[src/rtl/gpio_core.sv]
// Purpose: register/decode core of the GPIO peripheral (two GPO registers, two GPI read ports).
// Latency: read path is combinational; a write is visible on gpo_x and rd right after its clock edge.
// Backpressure: none; the bus always accepts writes and reads complete in the same cycle.
module gpio_core #(
  parameter int WIDTH = 32
) (
  input  logic             clk,
  input  logic             rst,
  input  logic [1:0]       A,
  input  logic             we,
  input  logic [WIDTH-1:0] wd,
  input  logic [WIDTH-1:0] gpi_1,
  input  logic [WIDTH-1:0] gpi_2,
  output logic [WIDTH-1:0] rd,
  output logic [WIDTH-1:0] gpo_1,
  output logic [WIDTH-1:0] gpo_2,
  output logic             we1,
  output logic             we2,
  output logic [1:0]       rd_sel
);

  // Word-address decode: only the two GPO addresses accept writes, so we1/we2 are mutually exclusive.
  always_comb begin
    we1    = 1'b0;
    we2    = 1'b0;
    rd_sel = A;
    case (A)
      2'b10:   we1 = we;
      2'b11:   we2 = we;
      default: begin
        we1 = 1'b0;
        we2 = 1'b0;
      end
    endcase
  end

  // Read mux: inputs pass straight through; GPO addresses return the stored value, never wd.
  always_comb begin
    rd = '0;
    case (rd_sel)
      2'b00:   rd = gpi_1;
      2'b01:   rd = gpi_2;
      2'b10:   rd = gpo_1;
      2'b11:   rd = gpo_2;
      default: rd = '0;
    endcase
  end

  // GPO register 1: reset wins over a simultaneous write, otherwise load on enable or hold.
  always_ff @(posedge clk) begin
    if (!rst) begin
      gpo_1 <= '0;
    end else if (we1) begin
      gpo_1 <= wd;
    end
  end

  // GPO register 2: same capture behaviour as register 1.
  always_ff @(posedge clk) begin
    if (!rst) begin
      gpo_2 <= '0;
    end else if (we2) begin
      gpo_2 <= wd;
    end
  end

endmodule

[config.mk]
export PLATFORM = sky130hd
export DESIGN_NAME = gpio_core
export DESIGN_NICKNAME = d
export VERILOG_FILES = /design/src/rtl/gpio_core.sv
export SDC_FILE = /design/constraint.sdc
export NUM_CORES = 1
export LEC_CHECK = 0
export ABC_AREA = 1
export BUFFER_PORTS_ARGS = -buffer_cell sky130_fd_sc_hd__buf_4
export CAP_MARGIN = 20
export CORE_MARGIN = 2
export CORE_UTILIZATION = 40
export DETAILED_ROUTE_END_ITERATION = 8
export GPL_TIMING_DRIVEN = 0
export HOLD_SLACK_MARGIN = 0.02
export PLACE_DENSITY = 0.76
export SLEW_MARGIN = 20
export SYNTH_ARGS = -nofsm -noshare
export SYNTH_HDL_FRONTEND = slang
export SYNTH_SLANG_ARGS = --single-unit
export TNS_END_PERCENT = 50
[constraint.sdc]
create_clock -name clk -period 1.1 [get_ports clk]
set_clock_uncertainty 0.15 [all_clocks]
set_input_delay 0.22 -clock clk [delete_from_list [all_inputs] [get_ports clk]]
set_output_delay 0.22 -clock clk [all_outputs]
set_load 0.02 [all_outputs]
; ---- Word-level counts from Yosys, hierarchy flattened
; Cells that the tools add are included.
[totals]
register_bits = 64
input_bits = 101
word_cells = 9
out_inout_bits = 100
[classes]
n_reduce_logical = 1
n_eq_ne = 3
mux = 3
[op_table]
columns = cell, n
row1 = 32-bit one-hot mux with 4 select lines, 1
row2 = "2-bit equality test, second input constant", 2
row3 = "2-bit by 1-bit equality test with 1-bit output, second input constant", 1
row4 = 2-bit logical NOT, 1
row5 = 1-bit 2-to-1 mux, 2

; ---- Longest topological paths before layout
[logic_depth]
word_depth = 2
depth_mapped = 7
depth_no_buf = 5

; ---- Worst setup path before layout
; OpenSTA, ideal clock, no wires.
[synth_timing]
path_kind = input -> output
startpoint = input A[1]
endpoint = output rd[10]
n_path_buf = 1
arrival_time_ps = 948
required_ps = 730
path_slack_ps = -218
stages = 4
cell_sequence = nor2_1 clkbuf_1 nand2_1 nand4_1
[synth_between]
elab_chain_cells = 2
word_cells_on_any_way = 5
cone_classes = 3 x eq/ne / 1 x mux / 1 x reduce/logical
[synth_lines]
columns = element, line_no
row1 = start: declaration, 9  ; input logic [1:0] A,
row2 = "2-bit equality test, or another cell as far along", 40  ; case (rd_sel)
row3 = 32-bit one-hot mux with 4 select lines *, 40
row4 = end: declaration, 14  ; output logic [WIDTH-1:0] rd,
; Mark *: on every way between the ends. The rest lies on a longest branch, timed or not.

; ---- Final worst setup path
[layout_timing]
startpoint = input A[1]
endpoint = output rd[21]
; Same word-level chain as after synthesis.

==> flow_summary.ini <==
[timing]
tightest_slew_ns = 0.578
finalSetupViolations = 105
fin_crit_ns = 1.52
timing.fmax_ghz = 0.657
maxSlewHeadroom = 0.615
slew_violations = 0
hold_viol_final = 0
min_period_over_period = 1.38
rsz0062_at_grt = true
timing.final.ws_setup_ns = -0.423

[setup_path]
worstSetupPathType = in2out
slowest_stage = clkbuf_16
critPathCaptureType = primary output
cp.required_ns = 0.73
cp.arrival_ns = 1.15
path_cells = buf_12, clkinvlp_4, clkbuf_16, nand3_1, nand4_1, buf_4
cpPeakStageDelay_ns = 0.24
start_kind = primary input
crit_family = buffers and inverters
crit_buf_inv = 4
path_max_fanout = 10

[pwr]
leakagePower_nw = 3.44
ir_drop_uv = 708
p_per_area_nw_per_um2 = 1010

[global_routing]
antenna_found_initial = 0
grt_usage = 0.328
grt_first_pass_wirelength_mm = 25.2
grt_pass1_vias = 5128
overflow = 0
grt_max_degree = 11

[final_layout]
num-fill-cells = 631
n_antenna_cell = 0
drive_gt1_frac = 0.424
final_cell_mix = nand2_1, buf_4, nor2_1, buf_6, nand3_1
layout_commonest_cell = nand2_1
utilization = 0.773
syn_to_final_growth_pct = 88.8
layout.nets = 963

[place]
port_buffers = 199
dp_hpwl_mm = 11.0
pre_cts_slack_ns = -0.462
place_congestion = 0.875

[yosys]
ys.warnings.count = 0
yosysSeqAreaShare = 0.361
synth_cell_types = 12
synth_cells = 597
syn-num-nets = 698
synth_seq_cells = 64
postSynthAreaPerCell_um2 = 5.95
synth.cell_area_um2 = 3550

[detailed_routing]
antenna_left = 0
firstDrtPassIters = 9
dr_total_vias = 5071
post_drt_via_cell_ratio = 5.21
routed_wl_mm = 16.7
drc = 1
drtIter0Drc = 295
wl_per_cell_um = 17.1

[floorplan]
ios = 201
die_w_um = 98.2
die_y_um = 98.2
floorplan.rows = 34
core_um2 = 8680
initial_core_util = 0.409
die_area_um2 = 9650

[cts]
clockBufferDepth = 2
path_clk_slew_ns = 0.07
clock_sinks = 64
htree_levels = 3
cts_inserted_buffers = 9
root_buffer = clkbuf_8
cts_tree = built
clock_latency_ns = 0.34

[run_status]
status = complete, but fails checks
violations = DRC, setup timing

[run]
cap_violations = 0

[hold_path]
hold_class = in2reg
area by class of cell:
class                           count  area (um^2)  share of cell area
Clock buffer                       11          141              0.0211
Clock inverter                      4         45.0             0.00672
Buffer                             45          475              0.0709
Tap cell                          108          135              0.0201
Timing Repair Buffer              255         2360               0.352
Inverter                           68          264              0.0394
Sequential cell                    64         1380               0.206
Multi-Input combinational cell    419         1910               0.284
registers in the layout (all words and copies together) (netlist names):
signal	flops
gpo_2	32
gpo_1	32
stage by stage:
stage,total power [mW],instance area (um^2),hold slack [ns],TNS [ns],cells
6_report,6.77,6710,0.0396,-17.82,974
3_5_place_dp,4.37,5350,0.308,-30.54,904
4_1_cts,6.63,6430,0.0246,-17.25,959
5_1_grt,7.01,6710,0.0401,-21.17,974
3_3_place_gp,4.33,5350,0.301,-28.64,904
2_1_floorplan,3.48,3720,0.205,-1.29,597
Yosys cell counts (all sizes together):
cell / instances / share of area
nand2: 160 / 0.17
nor2: 129 / 0.14
nand3: 98 / 0.14
inv: 68 / 0.072
dfxtp: 64 / 0.36
buf: 33 / 0.054
nand4: 32 / 0.056
clkbuf: 13 / 0.014
kinds of logic (layout without fill, tap and decap cells):
logic type,after synthesis,after routing,synth area share
DFF,64,64,0.361
buffers and inverters,114,383,0.139
and+or+nand+nor,419,419,0.500
worst paths after layout:
kind	startpoint	endpoint	slack, ns	cells after the start
worst min-delay path	rst	gpo_1[31]	0.04	3
worst max register to register	gpo_1[28]	gpo_1[28]	0.18	5
worst max-delay path	A[1]	rd[21]	-0.42	6
worst min register to register	gpo_1[31]	gpo_1[31]	0.38	4
where the power goes:
| group | total [mW] | internal (mW) | leakage (nW) | switching, mW |
|---|---|---|---|---|
| Combinational | 2.18 | 1.08 | 2.79 | 1.11 |
| Clock | 2.01 | 1.09 | 0.0989 | 0.920 |
| Sequential | 2.59 | 2.46 | 0.553 | 0.130 |
repair_timing:
action,4_1_cts,5_1_grt
pin swaps,3,6
gates resized for setup,170,39
setup buffers,5,15
cloned,3,2
hold endpoints to repair,64,0
hold buffers,32,0
setup endpoints to repair,98,124
per-layer routing:
metal  vias to the layer above  routed length, um  GRT usage
met5                         -                  0          0
met4                         0                647      0.173
met3                        51               1550     0.0716
met2                       313               8440      0.576
met1                      2324               6030      0.372
li1                       2383                  -          -
worst reg2reg max path: stages, from the launching register on:
cell,delay (ns)
dfxtp_2,0.34
buf_6,0.10
inv_1,0.03
nand2_1,0.07
nand2_1,0.06
nor2_1,0.10
No activity file was read; power rests on OpenSTA's default activity.
